--- config.mk ---
export PLATFORM = sky130hd
export DESIGN_NAME = instr_fetch_unit
export DESIGN_NICKNAME = d
export VERILOG_FILES = /design/src/rtl/instr_fetch_unit.sv
export SDC_FILE = /design/constraint.sdc
export NUM_CORES = 1
export LEC_CHECK = 0
export CAP_MARGIN = 20
export CORE_MARGIN = 1.5
export CORE_UTILIZATION = 48
export DETAILED_ROUTE_END_ITERATION = 10
export HOLD_SLACK_MARGIN = 0.1
export MAX_ROUTING_LAYER = met4
export PLACE_DENSITY = 0.82
export SLEW_MARGIN = 20
export SYNTH_ARGS = -nofsm -noshare
export SYNTH_HDL_FRONTEND = slang
export SYNTH_SLANG_ARGS = --single-unit
--- constraint.sdc ---
create_clock -name clk -period 4.4 [get_ports clk]
set_input_delay 0.44 -clock clk [delete_from_list [all_inputs] [get_ports clk]]
set_output_delay 0.44 -clock clk [all_outputs]
set_load 0.005 [all_outputs]
--- src/rtl/instr_fetch_unit.sv ---
// Instruction fetch stage: holds the PC, fetches one word at a time, presents it to the
// control decoder, and selects the next PC from the returned Branch/Zero/Jump outcome.
`timescale 1ns/1ps

module instr_fetch_unit #(
   parameter logic [31:0] RESET_PC = 32'h0000_0000,
   parameter int          ADDR_W   = 32
) (
   input  logic              clk,
   input  logic              reset,
   output logic              imem_req,
   output logic [ADDR_W-1:0] imem_addr,
   input  logic              imem_ready,
   input  logic [31:0]       imem_rdata,
   input  logic              stall,
   input  logic              Branch,
   input  logic              Zero,
   input  logic              Jump,
   output logic [31:0]       instr,
   output logic [5:0]        Opcode,
   output logic              instr_valid,
   output logic [ADDR_W-1:0] pc_out,
   output logic [ADDR_W-1:0] pc_plus4,
   output logic              halted,
   output logic [31:0]       retire_cnt
);

   typedef enum logic [1:0] {
      FETCH = 2'd0,
      HOLD  = 2'd1,
      HALT  = 2'd2
   } state_t;

   state_t            state, state_nxt;
   logic [ADDR_W-1:0] pc;
   logic [ADDR_W-1:0] pc_inc;
   logic [ADDR_W-1:0] branch_off;
   logic [ADDR_W-1:0] next_pc;
   logic [31:0]       instr_q;
   logic [31:0]       retire_q;
   logic              fetch_done;
   logic              retire;

   // Opcodes the single-cycle decoder implements; anything else traps to HALT.
   function automatic logic opcode_legal(input logic [5:0] op);
      case (op)
         6'b000000, 6'b001000, 6'b100011, 6'b101011,
         6'b001100, 6'b000100, 6'b000011: opcode_legal = 1'b1;
         default:                         opcode_legal = 1'b0;
      endcase
   endfunction

   assign fetch_done = (state == FETCH) && imem_ready;
   assign retire     = (state == HOLD) && !stall;

   // ---------------------------------------------------------------- state register
   // NOTE: sequential state uses non-blocking (<=) so every flop samples pre-edge values.
   always_ff @(posedge clk) begin
      if (reset) state <= FETCH;
      else       state <= state_nxt;
   end

   // ---------------------------------------------------------------- next-state logic
   // NOTE: default assignment first so no path through the case leaves state_nxt unassigned (no latch).
   always_comb begin
      state_nxt = state;
      case (state)
         FETCH:   if (imem_ready) state_nxt = opcode_legal(imem_rdata[31:26]) ? HOLD : HALT;
         HOLD:    if (!stall)     state_nxt = FETCH;
         HALT:    state_nxt = HALT;
         default: state_nxt = FETCH;
      endcase
   end

   // ---------------------------------------------------------------- output logic
   always_comb begin
      imem_req    = 1'b0;
      instr_valid = 1'b0;
      halted      = 1'b0;
      case (state)
         FETCH:   imem_req    = 1'b1;
         HOLD:    instr_valid = 1'b1;
         HALT:    halted      = 1'b1;
         default: imem_req    = 1'b0;
      endcase
   end

   // ---------------------------------------------------------------- next PC selection
   assign pc_inc     = pc + ADDR_W'(4);
   assign branch_off = {{(ADDR_W-18){instr_q[15]}}, instr_q[15:0], 2'b00};

   always_comb begin
      next_pc = pc_inc;
      if (Jump)                next_pc = {pc_inc[ADDR_W-1:ADDR_W-4], instr_q[25:0], 2'b00};
      else if (Branch && Zero) next_pc = pc_inc + branch_off;
   end

   // ---------------------------------------------------------------- datapath registers
   // PC only moves at retire, so in HALT it still names the faulting word.
   always_ff @(posedge clk) begin
      if (reset) begin
         pc       <= {RESET_PC[ADDR_W-1:2], 2'b00};
         instr_q  <= 32'h0;
         retire_q <= 32'h0;
      end else begin
         if (fetch_done) instr_q <= imem_rdata;
         if (retire) begin
            pc       <= next_pc;
            retire_q <= retire_q + 32'd1;
         end
      end
   end

   assign imem_addr  = pc;
   assign pc_out     = pc;
   assign pc_plus4   = pc_inc;
   assign instr      = instr_q;
   assign Opcode     = instr_q[31:26];
   assign retire_cnt = retire_q;

endmodule

; After elaboration in Yosys (flattened, before gate mapping)
; Cells that the tools add are included.
[totals]
reg_bits = 98
out_inout_bits = 169
inputBits = 39
elab_cells = 37
[op_classes]
muxes = 12
add_sub_neg = 3
eq_ne = 10
n_reduce_logical = 8
[ops]
columns = cell, count
row1 = 32-bit 2-to-1 mux, 2
row2 = "32-bit by 1-bit adder with 32-bit output, second input constant", 1
row3 = "32-bit by 3-bit adder with 32-bit output, second input constant", 1
row4 = 32-bit adder, 1
row5 = "6-bit by 4-bit equality test with 1-bit output, second input constant", 2
row6 = "6-bit equality test, second input constant", 2
row7 = 7-bit OR reduction, 1
row8 = "6-bit by 2-bit equality test with 1-bit output, second input constant", 1
row9 = "6-bit by 3-bit equality test with 1-bit output, second input constant", 1
row10 = 6-bit zero test, 1
row11 = 1-bit 2-to-1 mux, 6
row12 = 2-bit 2-to-1 mux, 3
row13 = 2-bit case mux with 3 select lines, 1
row14 = "2-bit != test, second input constant", 2
row15 = 1-bit logical AND, 3
row16 = "2-bit by 1-bit equality test with 1-bit output, second input constant", 1
row17 = "2-bit equality test, second input constant", 1
row18 = 2-bit zero test, 1
row19 = 2-bit AND reduction, 1
row20 = 1-bit zero test, 1

; Logic depth before layout (Yosys ltp)
; Gate-level depths: netlist (run 1).
[depth]
depth_word = 8
mapped_depth = 18
ltp_nobuf = 16

; Worst setup path after synthesis (run 1)
; OpenSTA, ideal clock, no wires.
[synth_timing]
path_kind = register to register
from = reg pc[2] (netlist: imem_addr[2])
to = reg pc[31] (netlist: imem_addr[31])
n_path_buf = 2
period_less_slack_ps = 3773
path_slack_ps = 627
setup_ps = 123
stages_incl_launch_ff = 19
t_arrival_ps = 3650
t_required_ps = 4277
cell_sequence = dfxtp_1 -> ha_1 -> and4_1 -> and2_0 -> clkbuf_1 -> nand2_1 -> nor2_1 -> xor2_1 -> ha_1 -> buf_6 -> a21o_1 -> a21o_1 -> a21boi_1 -> o21a_1 -> nand4_1 -> o311a_1 -> o211ai_1 -> mux2i_1 -> mux2_1
[synth_between]
elab_chain_len = 4
[synth_lines]
columns = element, line_no
row1 = from (decl), 35  ; logic [ADDR_W-1:0] pc;
row2 = from (signal assigned), 102  ; pc <= {RESET_PC[ADDR_W-1:2], 2'b00};
row3 = from (signal assigned), 108  ; pc <= next_pc;
row4 = 32-bit by 3-bit adder with 32-bit output, 89  ; assign pc_inc = pc + ADDR_W'(4);
row5 = net pc_plus4[24], 23  ; output logic [ADDR_W-1:0] pc_plus4,
row6 = 32-bit adder, 95  ; else if (Branch && Zero) next_pc = pc_inc + branch_off;
row7 = 32-bit 2-to-1 mux, 95
row8 = 32-bit 2-to-1 mux, 94  ; if (Jump) next_pc = {pc_inc[ADDR_W-1:ADDR_W-4], instr_q[25:0], 2'b00};
; The timed path passes the listed nets, and every way through them passes these cells.
; A chain may end at the register's enable or synchronous reset.

; Worst setup path in the final report (run 1)
[layout_timing]
from = reg pc[4] (netlist: imem_addr[4])
to = reg pc[28] (netlist: imem_addr[28])
[layout_between]
elab_chain_len = 4
[layout_lines]
columns = element, line_no
row1 = 32-bit by 3-bit adder with 32-bit output (*), 89
row2 = 32-bit adder, 95
row3 = 32-bit 2-to-1 mux, 95
row4 = 32-bit 2-to-1 mux (*), 94
; Every way passes the cells marked *; elsewhere a longest branch is shown, timed or not.

==> results of run 1 <==
-- critical path: stages (launching register included) --
cell      delay, ns
dfxtp_1        0.46
and3_1         0.23
nand3_1        0.15
nor2b_1        0.48
nand2_1        0.20
nor2_1         0.19
xor2_1         0.30
ha_1           0.33
a21oi_1        0.31
o21bai_1       0.10
a21o_1         0.19
a21o_1         0.17
a21oi_1        0.12
o21ai_1        0.09
a311oi_1       0.30
a41oi_1        0.11
o31a_1         0.27
-- worst min path at each step --
| stage | to | from | depth (start not counted) |
|---|---|---|---|
| global route | instr[29] | instr[29] | 2 |
| detailed placement | instr[29] | instr[29] | 2 |
| global placement | instr[29] | instr[29] | 2 |
| CTS | instr[29] | instr[29] | 2 |
| finish | instr[29] | instr[29] | 2 |
| floorplan | state[1] | state[0] | 1 |
-- report_power, final --
part / total, uW / internal [uW] / switching (uW)
Sequential: 913 / 888 / 25.3
Clock: 767 / 392 / 375
Combinational: 257 / 122 / 135
-- per-stage QoR --
stage / power [uW] / std cells / area [um^2] / hold WS [ns]
finish: 1940 / 1188 / 8780 / 0.473
global route: 2010 / 1188 / 8780 / 0.510
CTS: 1950 / 1187 / 8770 / 0.477
detailed placement: 1190 / 1171 / 8490 / 0.467
global placement: 1180 / 1171 / 8490 / 0.458
floorplan: 1070 / 859 / 6670 / 0.440
-- metal layers --
| metal | GRT usage | part of all wire | vias to the layer above |
|---|---|---|---|
| li1 | - | - | 3244 |
| met1 | 0.376 | 0.44 | 3134 |
| met2 | 0.453 | 0.45 | 302 |
| met3 | 0.0759 | 0.094 | 35 |
| met4 | 0.0912 | 0.021 | 0 |
| met5 | - | 0 | - |
-- repair_timing --
item,CTS,global route
hold endpoints to repair,0,0
setup endpoints to repair,0,1
setup buffers,0,1
resized for setup,0,1
-- final cells by class --
cell class / count / area, um^2
Fill cell: 1187 / 4620
Multi-Input combinational cell: 671 / 4190
Timing Repair Buffer: 216 / 2120
Sequential cell: 96 / 1920
Clock buffer: 10 / 229
Tap cell: 176 / 220
Clock inverter: 6 / 52.6
Inverter: 13 / 48.8
-- synthesized netlist by cell type, types with 14 or more instances --
cell	instances	area share
nor2_1	64	0.036
ha_1	37	0.070
buf_4	42	0.047
xor2_1	41	0.054
o21ai_0	16	0.012
a21o_1	14	0.016
nand3_1	37	0.028
a21oi_1	82	0.062
and3_1	25	0.024
dfxtp_1	96	0.29
nand2_1	147	0.083
xnor2_1	35	0.046
clkbuf_1	28	0.016
-- flip-flops by register name, indices dropped and copies added (netlist names) --
name,flops
imem_addr,30
instr,32
retire_cnt,32
state,2
-- cell families after synthesis --
group	count (synthesis)	share of synthesized area
buf+inv	92	0.0843
other cells	1	0.000564
simple gates	342	0.241
flops	96	0.289
xor+xnor	77	0.103
mux	8	0.0122
compound gates	200	0.197
fa+ha+maj	38	0.0726
==> impl_results.md, run 1 <==
* Final core occ at 0.655
* Setup Viol. Count Final at 0
* TNS Setup at 0 ns
* Synth Warn # at 0
* Layout cells sized above 1 at 0.0593
* Max rail drop VDD at 0.199 mV
* Critical path class: reg -> reg
* Asr flop ratio synth at 0
* Number of global-route vias before repair at 6,455
* PD cells at 221 nW/um^2
* Final Wtd Congestion at 0.978
* First-pass DRT Iterations at 8
* Hold-fix buffers at CTS at 0
* Clock slew at reported path FFs at 0.07 ns
* Crit path to: imem_addr[28]
* Core area at 13,400 um^2
* Total CTS buffers at 9
* Internal reg-to-reg setup slack at 0.29 ns
* Main synth FF type: dfxtp_1
* Hold Violations, Final at 0
* Largest net degree at the start of global routing at 60
* Slew HR at 0.431
* Slew at the pin closest to its max-slew limit at 0.850 ns
* Leakage power at 0.00349 uW
* Drt wl/cell at 17.7 um
* Most frequent cells in the layout: 200 x clkdlybuf4s50_1, 147 x nand2_1, 96 x dfxtp_1, 82 x a21oi_1, 64 x nor2_1
* Clk root buf: clkbuf_16
* RR Startpoint: imem_addr[4]
* GRT Total Usage at 0.293
* Site Rows at 42
* Unrepaired setup endpoints after global routing: no
* DP Wirelength at 15,500 um
* Post-Place Worst Slack at 0.285 ns
* CTS HTree Levels at 3
* Post-synthesis register bit count at 96
* Reg2reg end: imem_addr[28]
* Final net count at 1,084
* Post-Syn Instances at 854
* Final Max Tran Viols at 0
* Commonest non-fill, non-tap cell in the layout: clkdlybuf4s50_1
* HP Class: reg -> reg
* Critical Path Fanout Max at 8
* Drt drc at 0
* Number of synthesized flops with an enable pin at 0
* IO buf count at 201
* Die X at 121 um
* Tmin final at 4.11 ns
* CP endpoint kind: flip-flop
* Max Cap Viol at 0
* Final ANT Viol Nets at 0
* Avg Cell Area, Syn at 7.79 um^2
* Area Overhead vs Synth at 32.0%
* Setup ws final at 0.290 ns
* Startpoint Class: flip-flop
* Syn Std Cell Area at 6650 um^2
* Tcrit/Tclk final at 0.934
* Sink Count at 96
* Ant. Diodes at 0
* Critical Path AT at 4.36 ns
* Highest clock rate at 243 MHz
* CP Launch Point: imem_addr[4]
* Yosys cell types at 80
* Vias per Instance at 5.65
* Iter 0 DRT Violations at 503
* Sequential share of the synthesized area at 0.289
* Initial Util at 0.496
* Req. time, crit path at 4.65 ns
* I/O Pins at 208
* Routed wire length at 21,000 um
* CTS max path bufs at 2
* Worst r2r path cells at 16
* DR vias at 6,715
* Global route total overflow at 0
* Clock skew at 0.00789 ns
* Run status: finished, final reports clean
* Global-route wire length before repair at 33,200 um
* Die area at 14,600 um^2
* Latest clock arrival within the worst-skew pair at 0.35 ns
* CTS tree: done
* Die height at 121 um
* Initial antenna violation count at 0
No activity file was read; power rests on OpenSTA's default activity.
==> run 2, diff against run 1 <==
- PLACE_DENSITY: 0.82 -> 0.81
==> run 2 against run 1 <==
Net effect: final cell count increased by 0.25%; flip-flop and latch count unchanged; die area stayed put; clock power about the same; total power is 0.20% lower; clock skew barely moved; setup slack worse by 0.020 ns; design area increased by 0.26%.
==> impl_results.md, run 2 (synthesis results as in run 1) <==
* Initial antenna violation count at 1 (+1)
* Critical Path AT at 4.37 ns (about the same)
* Die X at 121 um (unchanged)
* DP Wirelength at 15,500 um (about the same)
* Final Max Tran Viols at 0 (unchanged)
* Clk root buf: clkbuf_16
* Routed wire length at 20,700 um (-1.5%)
* Largest delay share family, worst path: simple AND/OR/NAND/NOR gates
* Internal reg-to-reg setup slack at 0.27 ns (-0.02 ns)
* Iter 0 DRT Violations at 440 (-13%)
* Reg2reg end: imem_addr[31]
* Hold Crit Depth at 2 (unchanged)
* Buffers & Inverters on Critical Path at 0 (unchanged)
* CTS HTree Levels at 3 (unchanged)
* Tmin final at 4.13 ns (+0.0202 ns)
* Number of global-route vias before repair at 6,186 (-4.2%)
* Critical Path Fanout Max at 8 (unchanged)
* Post-CTS Setup Bufs at 0 (unchanged)
* Initial Util at 0.496 (unchanged)
* Drt drc at 0 (unchanged)
* Critical path class: reg -> reg
* Highest clock rate at 242 MHz (-0.49%)
* Fillers at 1,202 (+1.3%)
* Sink Count at 96 (unchanged)
* Core area at 13,400 um^2 (unchanged)
* Commonest non-fill, non-tap cell in the layout: clkdlybuf4s50_1
* CTS max path bufs at 2 (unchanged)
* RR Startpoint: imem_addr[11]
* Hold Violations, Final at 0 (unchanged)
* Tcrit/Tclk final at 0.939 (+0.00459)
* Area Overhead vs Synth at 32.3%
* Die area at 14,600 um^2 (unchanged)
* Unrepaired setup endpoints after global routing: no
* Placed Cells at 1,175 (+0.34%)
* PD cells at 220 nW/um^2 (-0.45%)
* Run status: finished, final reports clean
* Final non-filler cell total at 1,191 (+0.25%)
* Clock skew at 0.00816 ns (+0.000269 ns)
* Die height at 121 um (unchanged)
* Area of the multi-input gates at 4190 um^2 (unchanged)
* Total CTS buffers at 9 (unchanged)
* TNS Setup at 0 ns (unchanged)
* Sequential Area at 1920 um^2 (unchanged)
* Final ANT Viol Nets at 0 (unchanged)
* Leakage power at 0.00350 uW (+0.33%)
* Drt wl/cell at 17.4 um (-1.7%)
* CP endpoint kind: flip-flop
* Setup Viol. Count Final at 0 (unchanged)
* GRT Total Usage at 0.291 (-0.00171)
* Hold-fix buffers at CTS at 0 (unchanged)
* HP Class: reg -> reg
* Final Wtd Congestion at 0.992 (+1.4%)
* Global route total overflow at 0 (unchanged)
* First-pass DRT Iterations at 5 (-3)
* Slew HR at 0.440 (+0.00923)
* CTS tree: done
* Post_cts resized at 0 (unchanged)
* Crit-path cells: and4_1, nand2_1, nor4_4, nand3_1, xnor2_2, ha_1, a21o_1, a21oi_1, a21boi_1, o21a_1, nand4_1, o311a_1, o211ai_1, mux2i_1, mux2_1
* Max Cap Viol at 0 (unchanged)
* Startpoint Class: flip-flop
* Clock slew at reported path FFs at 0.07 ns (about the same)
* Most frequent cells in the layout: 200 x clkdlybuf4s50_1, 147 x nand2_1, 96 x dfxtp_1, 82 x a21oi_1, 64 x nor2_1
* Hold wc startpoint: instr[26]
* CP Launch Point: imem_addr[11]
* Final net count at 1,087 (+0.28%)
* Layout cells sized above 1 at 0.0621 (+0.00284)
* Site Rows at 42 (unchanged)
* I/O Pins at 208 (unchanged)
* IO buf count at 201 (unchanged)
* Global-route wire length before repair at 32,700 um (-1.3%)
* Slew at the pin closest to its max-slew limit at 0.840 ns (-0.0107 ns)
* Hold EP: instr[26]
* Slowest cell on crit path: dfxtp_1
* DR vias at 6,712 (-0.045%)
* Req. time, crit path at 4.64 ns (about the same)
* Slowest stage delay, CP at 0.50 ns (+0.02 ns)
* Worst r2r path cells at 15 (-1)
* Vias per Instance at 5.64 (-0.30%)
* Latest clock arrival within the worst-skew pair at 0.35 ns (about the same)
* Max rail drop VDD at 0.240 mV (+21%)
* Final core occ at 0.657 (+0.00168)
* Largest net degree at the start of global routing at 78 (+30%)
==> run 2: changes by cell type in the layout (fill, tap and decap cells not counted), sizes merged <==
cell,before,now
buf,16,19
clkinv,2,0
clkinvlp,2,3
diode,0,1
==> run 2: worst reg2reg max path: stages (launching register included) <==
cell	delay, ns
dfxtp_1	0.50
and4_1	0.40
nand2_1	0.19
nor4_4	0.40
nand3_1	0.18
xnor2_2	0.19
ha_1	0.38
a21o_1	0.22
a21oi_1	0.25
a21boi_1	0.19
o21a_1	0.19
nand4_1	0.11
o311a_1	0.16
o211ai_1	0.11
mux2i_1	0.22
mux2_1	0.33
==> run 2: final cells by class <==
| class | count | area share |
|---|---|---|
| diodes | 1 | 0.000284 |
| well taps | 176 | 0.0250 |
| inverters | 13 | 0.00554 |
| clock buffers | 10 | 0.0272 |
| flip-flops and latches | 96 | 0.218 |
| clock inverters | 5 | 0.00455 |
| multi-input cells | 671 | 0.476 |
| repair buffers | 219 | 0.243 |
==> run 2: report_power, final <==
group          leakage [uW]  internal, uW  switching (uW)
clock              0.000128           400             365
sequential         0.000778           888            22.7
combinational       0.00260           123             135
==> run 2: how the worst max path moves through the flow <==
stage	depth (start not counted)	to	slack, ns
5_1_grt	16	imem_addr[28]	0.04
4_1_cts	15	imem_addr[31]	0.33
6_report	15	imem_addr[31]	0.27
3_3_place_gp	15	imem_addr[31]	0.51
2_1_floorplan	18	imem_addr[31]	0.63
3_5_place_dp	15	imem_addr[31]	0.35
==> run 2: routing by layer <==
layer	up-vias	global-route usage	part of all wire
met2	284	0.457	0.46
met3	27	0.0741	0.082
li1	3258	-	-
met5	-	-	0
met1	3143	0.378	0.44
met4	0	0.0691	0.015
==> run 2: through the flow <==
stage	power (uW)	hold slack, ns	cell area (um^2)	setup slack (ns)
global route	2010	0.488	8800	0.0437
detailed placement	1190	0.463	8520	0.351
global placement	1180	0.459	8520	0.512
CTS	1950	0.465	8800	0.334
finish	1930	0.467	8800	0.270
floorplan	1070	0.440	6670	0.627
==> run 3, diff against run 2 <==
- RECOVER_POWER: unset -> 50
==> run 3 against run 2 <==
Net effect: the run now ends with max-capacitance violations, max-slew violations left; largest cell class unchanged; sequential share of layout area barely moved; highest routed layer unchanged; design area barely moved; critical path depth did not move; final cell count did not move.
==> impl_results.md, run 3 (synthesis results as in run 1) <==
* Run status: complete, but fails checks
* Failing checks: max-capacitance violations, max-slew violations
* I/O Pins at 208 (unchanged)
* Placed Cells at 1,175 (unchanged)
* DP Wirelength at 15,500 um (unchanged)
* Clock skew at 0.00782 ns (-0.000347 ns)
* DR vias at 6,677 (-0.52%)
* Max Cap Viol at 1 (+1)
* Critical Path AT at 4.37 ns (about the same)
* CTS tree: done
* TNS Setup at 0 ns (unchanged)
* Highest clock rate at 242 MHz (about the same)
* Layout cells sized above 1 at 0.0602 (-0.00197)
* Placed inst area at 8520 um^2 (unchanged)
* First-pass DRT Iterations at 5 (unchanged)
* Drt drc at 0 (unchanged)
* Final net count at 1,087 (unchanged)
* CP endpoint kind: flip-flop
* Final Wtd Congestion at 0.992 (unchanged)
* Post_cts resized at 0 (unchanged)
* Final Cell Area at 8790 um^2 (about the same)
* Initial antenna violation count at 1 (unchanged)
* Iter 0 DRT Violations at 465 (+5.7%)
* PD cells at 219 nW/um^2 (-0.39%)
* CTS HTree Levels at 3 (unchanged)
* Hold Violations, Final at 0 (unchanged)
* Number of global-route vias before repair at 6,186 (unchanged)
* Internal reg-to-reg setup slack at 0.27 ns (about the same)
* Final core occ at 0.656 (about the same)
* Site Rows at 42 (unchanged)
* Slew HR at -1.34 (-1.78)
* Slew at the pin closest to its max-slew limit at 3.51 ns (+2.67 ns)
* GRT Total Usage at 0.291 (unchanged)
* Post-CTS Setup Bufs at 0 (unchanged)
* Final ANT Viol Nets at 0 (unchanged)
* CTS max path bufs at 2 (unchanged)
* Vias per Instance at 5.61 (-0.52%)
* Slowest stage delay, CP at 0.50 ns (about the same)
* Final Max Tran Viols at 78 (+78)
* Initial Util at 0.496 (unchanged)
* Die height at 121 um (unchanged)
* Global-route wire length before repair at 32,700 um (unchanged)
* HP Class: reg -> reg
* Most frequent cells in the layout: 147 x nand2_1, 101 x clkdlybuf4s50_1, 99 x dlygate4sd3_1, 96 x dfxtp_1, 82 x a21oi_1
* Total CTS buffers at 9 (unchanged)
* IO buf count at 201 (unchanged)
* Die X at 121 um (unchanged)
* Die area at 14,600 um^2 (unchanged)
* Req. time, crit path at 4.64 ns (about the same)
* Core area at 13,400 um^2 (unchanged)
* Startpoint Class: flip-flop
* Crit-path cells: and4_1, nand2_1, nor4_4, nand3_1, xnor2_2, ha_1, a21o_1, a21oi_1, a21boi_1, o21a_1, nand4_1, o311a_1, o211ai_1, mux2i_1, mux2_1
* Latest clock arrival within the worst-skew pair at 0.35 ns (about the same)
* Final non-filler cell total at 1,191 (unchanged)
* Tcrit/Tclk final at 0.938 (about the same)
* Largest net degree at the start of global routing at 78 (unchanged)
* Critical Path Fanout Max at 8 (unchanged)
* Hold-fix buffers at CTS at 0 (unchanged)
* Max rail drop VDD at 0.241 mV (+0.42%)
* Critical path class: reg -> reg
* Sink Count at 96 (unchanged)
* Drt wl/cell at 17.3 um (-0.11%)
* Clk root buf: clkbuf_16
* Tmin final at 4.13 ns (-0.000836 ns)
* Commonest non-fill, non-tap cell in the layout: nand2_1
* Leakage power at 0.00382 uW (+9.0%)
* Global route total overflow at 0 (unchanged)
* Setup Viol. Count Final at 0 (unchanged)
* Unrepaired setup endpoints after global routing: no
* Routed wire length at 20,700 um (-0.11%)
* Slowest cell on crit path: dfxtp_1
* Area Overhead vs Synth at 32.2% (about the same)
* Clock slew at reported path FFs at 0.07 ns (about the same)
* Pwr Total at 1920 uW (-0.47%)
## run 3: cell count changes in the layout (fill, tap and decap cells not counted)
| cell | before | now |
|---|---|---|
| buf_4 | 18 | 16 |
| and2_1 | 7 | 6 |
| clkbuf_1 | 0 | 2 |
| clkdlybuf4s50_1 | 200 | 101 |
| and2_0 | 2 | 3 |
| dlygate4sd3_1 | 0 | 99 |
## run 3: per-stage QoR
step                      hold WS (ns)  setup slack (ns)
after floorplan                  0.440             0.627
after global placement           0.459             0.512
after detailed placement         0.463             0.351
after CTS                        0.465             0.334
after global routing             0.485            0.0338
final                            0.462             0.271
## run 3: path summary, 6_finish.rpt
kind,from,end,depth (start not counted)
worst max register to register,imem_addr[11],imem_addr[31],15
worst min-delay path,instr[26],instr[26],2
worst min register to register,instr[26],instr[26],2
worst max-delay path,imem_addr[11],imem_addr[31],15
## run 3: worst max-delay path: cells and delay by family (launching register included)
| kind | cells | cell delay, ns |
|---|---|---|
| simple gates | 5 | 1.29 |
| compound gates | 6 | 1.12 |
| mux | 2 | 0.55 |
| flops | 1 | 0.50 |
| fa+ha+maj | 1 | 0.38 |
| xor+xnor | 1 | 0.19 |
## run 3: power breakdown
group          total, uW  switching [uW]  internal (uW)
Clock                764             364            400
Sequential           910            21.7            888
Combinational        251             135            116
## run 3: cell type report
class,count,area [um^2]
multi-input combinational,671,4190
clock buffer,10,239
timing repair buffer,219,2130
inverter,13,48.8
sequential,96,1920
fill,1206,4610
antenna,1,2.50
tap,176,220
clock inverter,5,40.0
## run 3: routing by layer
metal,vias to the layer above,track usage,wire (um)
met1,3119,0.378,9130
met4,0,0.0691,330
met5,-,-,0
met3,31,0.0741,1620
met2,266,0.457,9570
li1,3261,-,-
